--- src/rtl/nibble_serial_subtractor_pkg.sv ---
// -----------------------------------------------------------------------------
// nibble_serial_subtractor_pkg
//
// Purpose : Shared definitions for the nibble-serial subtractor: FSM state
//           encoding, slice width and helpers that derive the slice count and
//           the slice-index register width from the operand width.
// Contents: state_t     - FSM states IDLE / BUSY / DONE
//           SLICE_W     - bits processed per clock (4)
//           nslice_of() - number of slices for a given operand width
//           idx_width() - bits needed for the slice index, minimum 1
// -----------------------------------------------------------------------------
package nibble_serial_subtractor_pkg;

   typedef enum logic [1:0] {
      IDLE = 2'd0,
      BUSY = 2'd1,
      DONE = 2'd2
   } state_t;

   localparam int SLICE_W = 4;

   // Operand width must be a non-zero multiple of SLICE_W.
   function automatic int nslice_of(input int width);
      return width / SLICE_W;
   endfunction

   // A single-slice configuration still needs a one-bit index register so the
   // index port widths never collapse to zero.
   function automatic int idx_width(input int n);
      return (n > 1) ? $clog2(n) : 1;
   endfunction

endpackage : nibble_serial_subtractor_pkg

--- src/rtl/nibble_serial_subtractor_if.sv ---
// -----------------------------------------------------------------------------
// nibble_serial_subtractor_if
//
// Purpose : Request/result bundle for the nibble-serial subtractor.
// Signals : start - request, sampled only while the subtractor is IDLE or DONE
//           a     - minuend, captured when start is accepted
//           b     - subtrahend, captured when start is accepted
//           bin   - borrow-in, captured when start is accepted
//           busy  - high while slices are being processed
//           done  - one-cycle pulse when diff/bout/ovf become valid
//           diff  - a - b - bin modulo 2^WIDTH
//           bout  - final borrow-out (unsigned a < b + bin)
//           ovf   - signed overflow of the subtraction
// Modports: master - the requester (drives start/a/b/bin)
//           slave  - the subtractor (drives busy/done/diff/bout/ovf)
// -----------------------------------------------------------------------------
interface nibble_serial_subtractor_if #(
   parameter int WIDTH = 16
);

   logic             start;
   logic [WIDTH-1:0] a;
   logic [WIDTH-1:0] b;
   logic             bin;
   logic             busy;
   logic             done;
   logic [WIDTH-1:0] diff;
   logic             bout;
   logic             ovf;

   modport master (
      output start, a, b, bin,
      input  busy, done, diff, bout, ovf
   );

   modport slave (
      input  start, a, b, bin,
      output busy, done, diff, bout, ovf
   );

endinterface : nibble_serial_subtractor_if

--- src/rtl/nibble_serial_subtractor_bla4.sv ---
// -----------------------------------------------------------------------------
// borrow_lookahead_4
//
// Purpose : Purely combinational 4-bit borrow-lookahead subtractor slice,
//           d = a - b - bin over four bits.
// Ports   : a_i[3:0] - minuend slice
//           b_i[3:0] - subtrahend slice
//           bin_i    - borrow into bit 0
//           d_o[3:0] - difference slice
//           bout_o   - borrow out of bit 3
//
// Borrow generate g = ~a & b (a 0-1 always borrows) and propagate
// p = ~(a ^ b) (equal bits pass an incoming borrow through). Every internal
// borrow is expanded as a sum of products straight from g/p/bin, so no borrow
// depends on a previous stage's borrow output.
// -----------------------------------------------------------------------------
module borrow_lookahead_4
   import nibble_serial_subtractor_pkg::*;
(
   input  logic [SLICE_W-1:0] a_i,
   input  logic [SLICE_W-1:0] b_i,
   input  logic               bin_i,
   output logic [SLICE_W-1:0] d_o,
   output logic               bout_o
);

   logic [SLICE_W-1:0] g;
   logic [SLICE_W-1:0] p;
   logic [SLICE_W:0]   br;

   generate
      for (genvar gi = 0; gi < SLICE_W; gi++) begin : g_gp
         assign g[gi] = ~a_i[gi] & b_i[gi];
         assign p[gi] = ~(a_i[gi] ^ b_i[gi]);
      end
   endgenerate

   // Flattened lookahead terms.
   assign br[0] = bin_i;
   assign br[1] = g[0]
                | (p[0] & bin_i);
   assign br[2] = g[1]
                | (p[1] & g[0])
                | (p[1] & p[0] & bin_i);
   assign br[3] = g[2]
                | (p[2] & g[1])
                | (p[2] & p[1] & g[0])
                | (p[2] & p[1] & p[0] & bin_i);
   assign br[4] = g[3]
                | (p[3] & g[2])
                | (p[3] & p[2] & g[1])
                | (p[3] & p[2] & p[1] & g[0])
                | (p[3] & p[2] & p[1] & p[0] & bin_i);

   generate
      for (genvar gi = 0; gi < SLICE_W; gi++) begin : g_diff
         assign d_o[gi] = a_i[gi] ^ b_i[gi] ^ br[gi];
      end
   endgenerate

   assign bout_o = br[SLICE_W];

endmodule : borrow_lookahead_4

--- src/rtl/nibble_serial_subtractor.sv ---
// -----------------------------------------------------------------------------
// nibble_serial_subtractor
//
// Purpose : Sequential subtractor computing diff = a - b - bin over WIDTH bits,
//           one 4-bit slice per clock, least significant slice first. A single
//           borrow_lookahead_4 is shared by all slices through an index mux;
//           the slice borrow-out is registered and becomes the next slice's
//           borrow-in.
// Params  : WIDTH - operand/result width, a non-zero multiple of 4.
// Ports   : clk  - rising-edge clock
//           rst  - asynchronous, active-high reset
//           bus  - nibble_serial_subtractor_if.slave (start/a/b/bin in,
//                  busy/done/diff/bout/ovf out, all outputs registered)
// Timing  : done pulses in the cycle after the NSLICE-th rising edge following
//           the accepting edge; a new start is accepted in IDLE or DONE, so
//           back-to-back throughput is one operation per NSLICE+1 cycles.
// -----------------------------------------------------------------------------
module nibble_serial_subtractor
   import nibble_serial_subtractor_pkg::*;
#(
   parameter int WIDTH = 16
) (
   input  logic                         clk,
   input  logic                         rst,
   nibble_serial_subtractor_if.slave    bus
);

   localparam int NSLICE = nslice_of(WIDTH);
   localparam int IDX_W  = idx_width(NSLICE);
   localparam logic [IDX_W-1:0] LAST_IDX = IDX_W'(NSLICE - 1);

   // ---------------------------------------------------------------------
   // State
   // ---------------------------------------------------------------------
   state_t           state_q;
   logic [IDX_W-1:0] idx_q;
   logic             borrow_q;
   logic [WIDTH-1:0] a_q;
   logic [WIDTH-1:0] b_q;
   logic [WIDTH-1:0] diff_q;
   logic             bout_q;
   logic             ovf_q;
   logic             busy_q;
   logic             done_q;

   // ---------------------------------------------------------------------
   // Slice datapath
   // ---------------------------------------------------------------------
   // Bit offset of the active slice: idx * 4, formed by appending two zeros.
   logic [IDX_W+1:0]   base;
   logic [SLICE_W-1:0] a_slice;
   logic [SLICE_W-1:0] b_slice;
   logic [SLICE_W-1:0] d_slice;
   logic               br_out;
   logic               ovf_d;

   assign base    = {idx_q, 2'b00};
   assign a_slice = a_q[base +: SLICE_W];
   assign b_slice = b_q[base +: SLICE_W];

   borrow_lookahead_4 u_bla (
      .a_i    (a_slice),
      .b_i    (b_slice),
      .bin_i  (borrow_q),
      .d_o    (d_slice),
      .bout_o (br_out)
   );

   // Overflow is evaluated on the last slice, whose top bit is the final
   // result MSB: operands of differing sign overflow when the result sign
   // differs from the minuend sign.
   assign ovf_d = (a_q[WIDTH-1] ^ b_q[WIDTH-1]) & (a_q[WIDTH-1] ^ d_slice[SLICE_W-1]);

   // ---------------------------------------------------------------------
   // Control FSM with registered outputs
   // ---------------------------------------------------------------------
   always_ff @(posedge clk or posedge rst) begin
      if (rst) begin
         state_q  <= IDLE;
         idx_q    <= '0;
         borrow_q <= 1'b0;
         a_q      <= '0;
         b_q      <= '0;
         diff_q   <= '0;
         bout_q   <= 1'b0;
         ovf_q    <= 1'b0;
         busy_q   <= 1'b0;
         done_q   <= 1'b0;
      end else begin
         case (state_q)
            // DONE behaves like IDLE for acceptance; done only lasts one cycle.
            IDLE, DONE: begin
               done_q <= 1'b0;
               if (bus.start) begin
                  a_q      <= bus.a;
                  b_q      <= bus.b;
                  borrow_q <= bus.bin;
                  idx_q    <= '0;
                  busy_q   <= 1'b1;
                  state_q  <= BUSY;
               end else begin
                  busy_q  <= 1'b0;
                  state_q <= IDLE;
               end
            end

            BUSY: begin
               diff_q[base +: SLICE_W] <= d_slice;
               borrow_q                <= br_out;
               if (idx_q == LAST_IDX) begin
                  bout_q  <= br_out;
                  ovf_q   <= ovf_d;
                  busy_q  <= 1'b0;
                  done_q  <= 1'b1;
                  state_q <= DONE;
               end else begin
                  idx_q <= idx_q + 1'b1;
               end
            end

            default: begin
               busy_q  <= 1'b0;
               done_q  <= 1'b0;
               state_q <= IDLE;
            end
         endcase
      end
   end

   assign bus.busy = busy_q;
   assign bus.done = done_q;
   assign bus.diff = diff_q;
   assign bus.bout = bout_q;
   assign bus.ovf  = ovf_q;

endmodule : nibble_serial_subtractor

--- src/flat_wrapper.sv ---
// flat-port wrapper written by rule: the top's interface ports become plain ports
module nibble_serial_subtractor_flat import nibble_serial_subtractor_pkg::*;
#(
   parameter int WIDTH = 16
)
  (clk, rst, bus_start, bus_a, bus_b, bus_bin, bus_busy, bus_done, bus_diff, bus_bout, bus_ovf);
  nibble_serial_subtractor_if #(.WIDTH(WIDTH)) bus_i ();
  input  logic clk;
  input  logic rst;
  input wire logic [$bits(bus_i.start)-1:0] bus_start;
  input wire logic [$bits(bus_i.a)-1:0] bus_a;
  input wire logic [$bits(bus_i.b)-1:0] bus_b;
  input wire logic [$bits(bus_i.bin)-1:0] bus_bin;
  output wire logic [$bits(bus_i.busy)-1:0] bus_busy;
  output wire logic [$bits(bus_i.done)-1:0] bus_done;
  output wire logic [$bits(bus_i.diff)-1:0] bus_diff;
  output wire logic [$bits(bus_i.bout)-1:0] bus_bout;
  output wire logic [$bits(bus_i.ovf)-1:0] bus_ovf;
  assign bus_i.start = bus_start;
  assign bus_i.a = bus_a;
  assign bus_i.b = bus_b;
  assign bus_i.bin = bus_bin;
  assign bus_busy = bus_i.busy;
  assign bus_done = bus_i.done;
  assign bus_diff = bus_i.diff;
  assign bus_bout = bus_i.bout;
  assign bus_ovf = bus_i.ovf;
  nibble_serial_subtractor #(.WIDTH(WIDTH)) u_core (.clk(clk), .rst(rst), .bus(bus_i));
endmodule
--- config.mk ---
export PLATFORM = sky130hd
export DESIGN_NAME = nibble_serial_subtractor_flat
export DESIGN_NICKNAME = d
export VERILOG_FILES = /design/src/rtl/nibble_serial_subtractor_pkg.sv /design/src/rtl/nibble_serial_subtractor_if.sv /design/src/rtl/nibble_serial_subtractor_bla4.sv /design/src/rtl/nibble_serial_subtractor.sv /design/src/flat_wrapper.sv
export SDC_FILE = /design/constraint.sdc
export NUM_CORES = 1
export LEC_CHECK = 0
export CAP_MARGIN = 10
export CORE_MARGIN = 4
export CORE_UTILIZATION = 51
export CTS_CLUSTER_DIAMETER = 150
export CTS_CLUSTER_SIZE = 16
export DETAILED_ROUTE_END_ITERATION = 8
export GPL_TIMING_DRIVEN = 0
export PLACE_DENSITY = 0.8
export SETUP_SLACK_MARGIN = 0.5
export SLEW_MARGIN = 15
export SYNTH_ARGS = -nofsm -noshare
export SYNTH_HDL_FRONTEND = slang
export SYNTH_SLANG_ARGS = --single-unit
--- constraint.sdc ---
create_clock -name clk -period 3.3 [get_ports clk]
set_clock_uncertainty 0.15 [all_clocks]
set_input_delay 0.495 -clock clk [delete_from_list [all_inputs] [get_ports clk]]
set_output_delay 0.495 -clock clk [all_outputs]
set_load 0.02 [all_outputs]
==> results of run 1 <==
layout make-up:
| class | instances | area share |
|---|---|---|
| flip-flops and latches | 56 | 0.402 |
| inverters | 9 | 0.00968 |
| multi-input cells | 130 | 0.350 |
| clock buffers | 6 | 0.0208 |
| repair buffers | 59 | 0.170 |
| plain buffers | 8 | 0.0212 |
| clock inverters | 1 | 0.00143 |
| well taps | 70 | 0.0251 |
per-layer routing:
metal  track usage  part of all wire  wire [um]
met3        0.0322             0.052        266
met2         0.303              0.50       2570
met1         0.216              0.42       2180
met5             0                 0          0
met4        0.0760             0.025        126
path summary, 6_finish.rpt:
path	start	endpoint	slack (ps)	cells after the start
worst min register to register	u_core.bus.diff[12]	u_core.bus.diff[12]	330	2
worst min-delay path	u_core.bus.diff[12]	u_core.bus.diff[12]	330	2
worst max-delay path	u_core.idx_q[0]	u_core.bus.diff[11]	690	7
max in group asynchronous	rst	u_core.b_q[3]	2080	3
min in group asynchronous	rst	u_core.bus.diff[14]	370	2
worst max register to register	u_core.idx_q[0]	u_core.bus.diff[11]	690	7
layout by cell type, fill, tap and decap left out, drive strengths merged:
| master | synthesis | routed |
|---|---|---|
| a21oi | 4 | 4 |
| o31ai | 5 | 5 |
| mux2 | 33 | 33 |
| fa | 1 | 1 |
| a21o | 2 | 2 |
| o41ai | 2 | 2 |
| nor2b | 1 | 1 |
| clkbuf | 1 | 7 |
| nand3 | 1 | 1 |
| mux2i | 2 | 2 |
| buf | 7 | 11 |
| and4b | 2 | 2 |
| a41oi | 1 | 1 |
| clkdlybuf4s50 | 0 | 55 |
| or2b | 1 | 1 |
| nand4 | 1 | 1 |
| xnor2 | 2 | 2 |
| clkinv | 0 | 1 |
| ha | 10 | 10 |
| dfrtp | 56 | 56 |
| inv | 9 | 9 |
| nor4b | 2 | 2 |
| nand2b | 1 | 1 |
| o21ai | 13 | 13 |
| a31o | 1 | 1 |
| nor2 | 2 | 2 |
| a211oi | 1 | 1 |
| and2b | 2 | 2 |
| mux4 | 8 | 8 |
| nand2 | 25 | 25 |
| or2 | 1 | 1 |
| nand3b | 1 | 1 |
| or3 | 3 | 3 |
| xor2 | 2 | 2 |
through the flow:
step / hold slack (ps) / instances / utilization / instance area (um^2) / setup slack (ps)
floorplan: 325 / 203 / - / 2700 / 679
global placement: 311 / 328 / 0.654 / 3340 / 187
detailed placement: 314 / 329 / 0.658 / 3360 / 145
CTS: 335 / 336 / 0.678 / 3460 / 549
global route: 353 / 339 / 0.683 / 3490 / 545
finish: 333 / 339 / 0.683 / 3490 / 689
worst min-delay path: stages, from the launching register on:
cell and delay, ps:
dfrtp_1 350, nand2_1 60, o21ai_2 50
cells by family after synthesis:
family,Yosys count
AOI/OAI and AO/OA,29
xor gates and xnor gates,4
adders and majority gates,11
buffers and inverters,17
DFF,56
muxes,43
and+or+nand+nor,43
report_power, final:
part	switching, mW	internal (mW)
Combinational	1.17	1.07
Sequential	0.181	1.00
Clock	0.210	0.145
Total	1.57	2.21
sequential cells by signal, summed over array words and instances, names as in the netlist:
register and count:
u_core.a_q 16, u_core.bus.ovf 1, u_core.bus.done 1, u_core.borrow_q 1
u_core.idx_q 2, u_core.bus.bout 1, u_core.state_q 1, u_core.bus.busy 1
u_core.b_q 16, u_core.bus.diff 16
synth_stat cells (2+ instances only):
cell type	count	area (um^2)
buf_2	2	10.0
xor2_1	2	17.5
o21ai_0	6	30.0
nor2_1	2	7.51
or3_4	2	22.5
inv_1	9	33.8
xnor2_1	2	17.5
a21oi_1	4	20.0
ha_1	10	125
nor4b_1	2	17.5
o21ai_1	3	15.0
mux4_2	8	180
dfrtp_1	56	1400
nand2_1	22	82.6
and4b_1	2	20.0
mux2i_1	2	20.0
nand2_4	3	33.8
o31ai_1	5	37.5
o21ai_2	4	35.0
buf_6	4	45.0
mux2_2	33	372
o41ai_1	2	17.5
timing repair:
action                                  CTS  global route
pin swaps                                 0             1
endpoints found under the setup margin   14            13
hold buffers                              0             0
buffers inserted                          0             3
resized for setup                         5             3
==> results.md, run 1 <==
- The family with the most delay on the worst path is compound AO/OA/AOI/OAI gates.
- Yosys mapped a number of flops with a built-in enable equal to 0.
- The overall global routing resource usage is 0.175.
- The share of the synthesized area in compound gates (AO/OA/AOI/OAI) is 0.0727.
- After filler insertion, the fill cell instance count of the layout stands at roughly 400.
- The CTS tree is done.
- The most used flip-flop cell after synthesis is dfrtp_1.
- The count of different cell masters after synthesis is 40.
- Timing would allow up to 383 MHz.
- The final critical delay including setup and external delays is ~2600 ps.
- The number of optimization iterations in the first detailed-route pass is 4.
- The number of hold violations in the final report is 0.
- Of the cells placed in the final design, the portion with a size suffix greater than 1 is 0.290.
- The multi-input combinational cell area is roughly 1200 um^2.
- The first global-routing pass estimated around 8600 um of wire.
- The slowest stage of the critical path is the mux4_2 cell.
- For this run, the post-layout net count is about 320.
- The core region is 5110 um^2.
- The worst pin sits at a relative slew slack of 0.664.
- The top-level I/O count is 56.
- Across the whole layout, storage elements account for roughly 1400 um^2.
- The number of nets handed over by synthesis was 250.
- The cell count after synthesis came out at 203.
- The number of DRC markers in iteration 0 is just under 100.
- The path type of the worst min-delay path is register to register.
- The die outline width is around 81 um.
- The residual DRC count is 0.
- The cell area that synthesis handed to floorplanning was around 2700 um^2.
- The die covers around 6500 um^2.
- The number of maximum-capacitance violations is 0.
- In the final routed layout, each cell accounts on average for about 15 um.
- The total of flip-flops plus latches after synthesis is 56.
- The antenna diode count is 0.
- For this design, the sink count on the clock tree is 56.
- Walking the worst path, the cells encountered are buf_6 -> mux4_2 -> ha_1 -> a21oi_1 -> o21ai_2 -> xor2_2 -> o21ai_0.
- The via density per instance is between 5 and 6.
- Counting the buffers created by CTS gives 5.
- The clock tree root driver cell is clkbuf_8.
- The share of synthesized flip-flops with an asynchronous set or reset is 1.00.
- Power spread over the standard cell area amounts to between 1000 and 1500 nW/um^2.
- The number of core rows is 26.
- At the pin with the least slew margin, the transition time is slightly above 500 ps.
- The remaining antenna violation count is 0.
- Summed over all layers, the routed wires come to just over 5000 um.
- The initial standard-cell utilization of the core is 0.529.
- After clock tree synthesis, the clock-pin slew on the worst setup and hold paths is about 100 ps.
- The sum of internal, switching and leakage power is 3.78 mW.
- The via count of the first global-routing pass is about 1800.
- Adding up every negative setup slack in the final design gives 0 ps.
- The sequential share of the synthesized area is 0.519.
- The run finished with clean final reports.
- Summed over all nets, the half-perimeter wirelength after detailed placement is 3970 um.
- Of the total synthesized cell area, the portion taken by AND, OR, NAND and NOR gates is 0.0935.
- The critical path class is register to register.
- The count of input and output buffers is 55.
- The floorplan step set the die height to 80.8 um.
- The final max-slew violation count is 0.
- Of the total synthesized cell area, the portion taken by XOR and XNOR cells is 0.0130.
- The ratio of final minimum period to clock period is 0.791.
- The congestion estimate from routability-driven global placement came to 0.833.
- The H-tree was split into 2 levels.
- During synthesis, Yosys emitted a total of 0 warnings.
- The number of antenna violations at the first check in global routing is 0.
- The largest single stage delay on the critical path is approximately 500 ps.
- The growth of design area from synthesis to finish is 29.1%.
- Setup repair after global routing left no endpoint under its margin.
- The kind of capture point of the worst setup path is a register.
- The data arrival time of the critical path is 2640 ps.
- The clock latency reported for the late side of the worst-skew pair is approximately 300 ps.
- In this run the deepest clock path goes through 2 buffers.
- The critical path buffer and inverter count is 1.
- Of all nets on the critical path, the largest fanout is 10.
- The final-report setup violation count is 0.
- The via total after detailed routing is 1790.
- IR analysis of the VDD net gives a maximum drop of roughly 0.65 mV.
- The kind of launch point of the worst setup path is a register.
- After synthesis, the mean cell area works out to roughly 13 um^2.
- The aggregate global routing overflow is 0.
- The data required time of the critical path is 3330 ps.
- The portion of synthesized area spent on multiplexers is 0.212.
- Of the total synthesized cell area, the portion taken by full adders, half adders and majority gates is 0.0537.
- Summed over all cells, the static leakage comes to roughly 1.5 nW.
- The combinational family with the most area after synthesis is multiplexers.
- Entering global routing, the biggest net connects 35 pins.
(Power assumes the default switching activity.)
==> run 2, diff against run 1 <==
--- a/config.mk
+++ b/config.mk
@@ -7,12 +7,12 @@
 export LEC_CHECK = 0
 export CAP_MARGIN = 10
 export CORE_MARGIN = 4
-export CORE_UTILIZATION = 51
+export CORE_UTILIZATION = 46
 export CTS_CLUSTER_DIAMETER = 150
 export CTS_CLUSTER_SIZE = 16
 export DETAILED_ROUTE_END_ITERATION = 8
 export GPL_TIMING_DRIVEN = 0
-export PLACE_DENSITY = 0.8
+export PLACE_DENSITY = 0.76
 export SETUP_SLACK_MARGIN = 0.5
 export SLEW_MARGIN = 15
 export SYNTH_ARGS = -nofsm -noshare
==> constraint.sdc (replaced) <==
create_clock -name clk -period 2.2 [get_ports clk]
set_clock_uncertainty 0.15 [all_clocks]
set_input_delay 0.33 -clock clk [delete_from_list [all_inputs] [get_ports clk]]
set_output_delay 0.33 -clock clk [all_outputs]
set_load 0.02 [all_outputs]
==> run 2 against run 1 <==
The flow now finishes with violations (setup timing); setup slack worse by 850 ps; sequential share of layout area is 5.9 points lower; register-to-register slack worse by 850 ps; critical path type unchanged; critical endpoint is now u_core.bus.diff[2]; highest routed layer unchanged.
==> results.md, run 2 (same netlist as run 1, synthesis figures left out) <==
- The last weighted congestion value of the routability-driven placer is approximately 0.76.
- The number of buffers between clock root and the deepest sink is 2.
- The utilization of the core after routing is 0.729.
- The kind of launch point of the worst setup path is a register.
- The first global-routing pass estimated ~9000 um of wire.
- The number of sinks driven by the clock tree is between 50 and 60.
- For this run, the top clock speed supported by timing is between 400 and 500 MHz.
- Data on the critical path is required at its endpoint by around 2300 ps.
- The antenna diode count is 0.
- The via count of the first global-routing pass was just under 2000.
- For this design the top-level I/O count stands at 56.
- The number of core rows is 27.
- The final max-slew violation count is 0.
- Buffers inserted during clock tree synthesis total 5.
- The initial standard-cell utilization of the core is 0.482.
- Leaving out fill and tap cells, the most frequent cell in the layout is dfrtp_1.
- Compared with the post-synthesis result, the final layout area differs by 51.2%.
- The wire length per cell after detailed routing is 18.0 um.
- Traced cell by cell, the critical path runs through buf_12 -> mux4_2 -> ha_4 -> a21o_1 -> a21oi_2 -> xnor2_2 -> buf_6 -> o21ai_2.
- In this run, post-CTS hold repair placed 0 buffers.
- Clock-pin slew was measured on the worst setup and hold paths at 100 ps.
- The tool flagged a number of max-cap violations equal to 0.
- The count of input and output buffers is 55.
- The slowest stage of the critical path is the mux4_2 cell.
- The placed wire-length estimate after detailed placement is 3900 um.
- For this block, the initial DRC count from the detailed router was 95.
- In the routed design, unresolved DRC markers number 0.
- The net total in the final layout is 335.
- In the global route stage, overall resource usage came out at 0.165.
- The delay of the slowest cell on the worst path is 580 ps.
- The post-layout worst setup margin is -161 ps.
- The kind of capture point of the worst setup path is a register.
- Setup violations remaining at the end of the flow were counted as 17.
- TritonCTS built the clock tree.
- The filler cells instantiated in the layout total roughly 370.
- Of the cells placed in the final design, the portion with a size suffix greater than 1 is 0.433.
- The total area inside the core boundary comes to 5610 um^2.
- Entering global routing, the biggest net connects 34 pins.
- The post-detailed-routing wire length is roughly 6500 um.
- The critical path is of the register to register type.
- The via total after detailed routing is 1938.
- The number of optimization iterations in the first detailed-route pass is 4.
- The post-place setup slack is -478 ps.
- Dividing the detail-routed via count by the number of cells gives 5.37.
- Along the worst path, the maximum fanout reaches 6.
- The count of nets left with antenna violations once routing finished came out at 0.
- The data arrival time of the critical path is ~2400 ps.
- In this run the vertical extent of the chip is ~85 um.
- The clock tree root driver cell is clkbuf_8.
- The top cell types in the final layout, fill and taps aside, are dfrtp_1 (55), clkdlybuf4s50_1 (35), nand2_1 (22), mux2_4 (22), dlygate4sd2_1 (20).
- CTS built an H-tree with a depth of 2.
- The worst max-slew margin expressed relative to the limit is 0.638.
- The final total negative setup slack is -1920 ps.
- The overall die area is 7170 um^2.
- The final reports fail on setup timing.
- The worst-margin pin slew is between 500 and 600 ps.
- The run finished, with violations left.
- The aggregate global routing overflow is 0.
- The path type of the worst min-delay path is primary input to async pin.
- The routed design could run at a clock period as short as 2360 ps.
- The floorplan step set the die width to roughly 85 um.
- The number of antenna violations at the first check in global routing came to 0.
- For the worst-skew pair, the clock arrives at the later sink with an insertion delay of between 300 and 400 ps.
- The number of hold violations in the final report was 0.
- Setup repair after global routing could not meet its margin everywhere.
- The ratio of final minimum period to clock period is 1.07.
[run 2: cell count changes in the layout (fill, tap and decap cells not counted), moves of 5 or more]
cell	change
buf_12	+5
mux2_4	+22
inv_1	-6
buf_4	+8
o21ai_0	-6
ha_1	-6
mux2_2	-22
dlygate4sd2_1	+20
clkdlybuf4s50_1	-20
[run 2: layer usage]
| metal | up-vias | track usage | share of wire |
|---|---|---|---|
| li1 | 913 | - | - |
| met1 | 960 | 0.199 | 0.41 |
| met2 | 56 | 0.285 | 0.52 |
| met3 | 9 | 0.0373 | 0.044 |
| met4 | 0 | 0.0662 | 0.024 |
| met5 | - | 0 | 0 |
[run 2: worst max-delay path: cells and delay by family (launching register included)]
| family | cells | cell delay (ps) |
|---|---|---|
| adder cells (fa/ha/maj) | 1 | 260 |
| flip-flops | 1 | 430 |
| AO/OA/AOI/OAI | 3 | 380 |
| buffers and inverters | 2 | 300 |
| multiplexers | 1 | 580 |
| XOR/XNOR | 1 | 150 |
[run 2: path summary, 6_finish.rpt]
| path | startpoint | endpoint | slack, ps | cells past startpoint |
|---|---|---|---|---|
| max | u_core.idx_q[0] | u_core.bus.diff[2] | -160 | 8 |
| min | rst | u_core.a_q[4] | 260 | 2 |
| max reg2reg | u_core.idx_q[0] | u_core.bus.diff[2] | -160 | 8 |
| min reg2reg | u_core.bus.diff[14] | u_core.bus.diff[14] | 330 | 2 |
| max in group asynchronous | rst | u_core.b_q[0] | 1110 | 3 |
| min in group clk | u_core.bus.diff[14] | u_core.bus.diff[14] | 330 | 2 |
[run 2: what timing repair did]
action / 4_1_cts / 5_1_grt
cloned: 0 / 5
pin swaps: 16 / 6
gates resized for setup: 51 / 37
buffers inserted: 11 / 6
setup endpoints to repair: 67 / 48
[run 2: through the flow]
stage / hold WS [ps] / area, um^2 / std cells
2_1_floorplan: 260 / 2780 / 203
3_3_place_gp: 313 / 3420 / 330
3_5_place_dp: 318 / 3440 / 331
4_1_cts: 275 / 3790 / 350
5_1_grt: 308 / 4090 / 361
6_report: 258 / 4090 / 361
[run 2: layout make-up]
| cell class | instances | area [um^2] | share of cell area |
|---|---|---|---|
| sequential | 56 | 1400 | 0.343 |
| tap | 72 | 90.1 | 0.0220 |
| clock buffer | 7 | 96.3 | 0.0236 |
| buffer | 8 | 131 | 0.0321 |
| inverter | 9 | 50.0 | 0.0122 |
| multi-input combinational | 130 | 1480 | 0.362 |
| clock inverter | 1 | 30.0 | 0.00735 |
| timing repair buffer | 78 | 806 | 0.197 |
Power of run 2 is not shown: default switching activity piles up to over one toggle a cycle in this logic, so the estimate is an artifact.
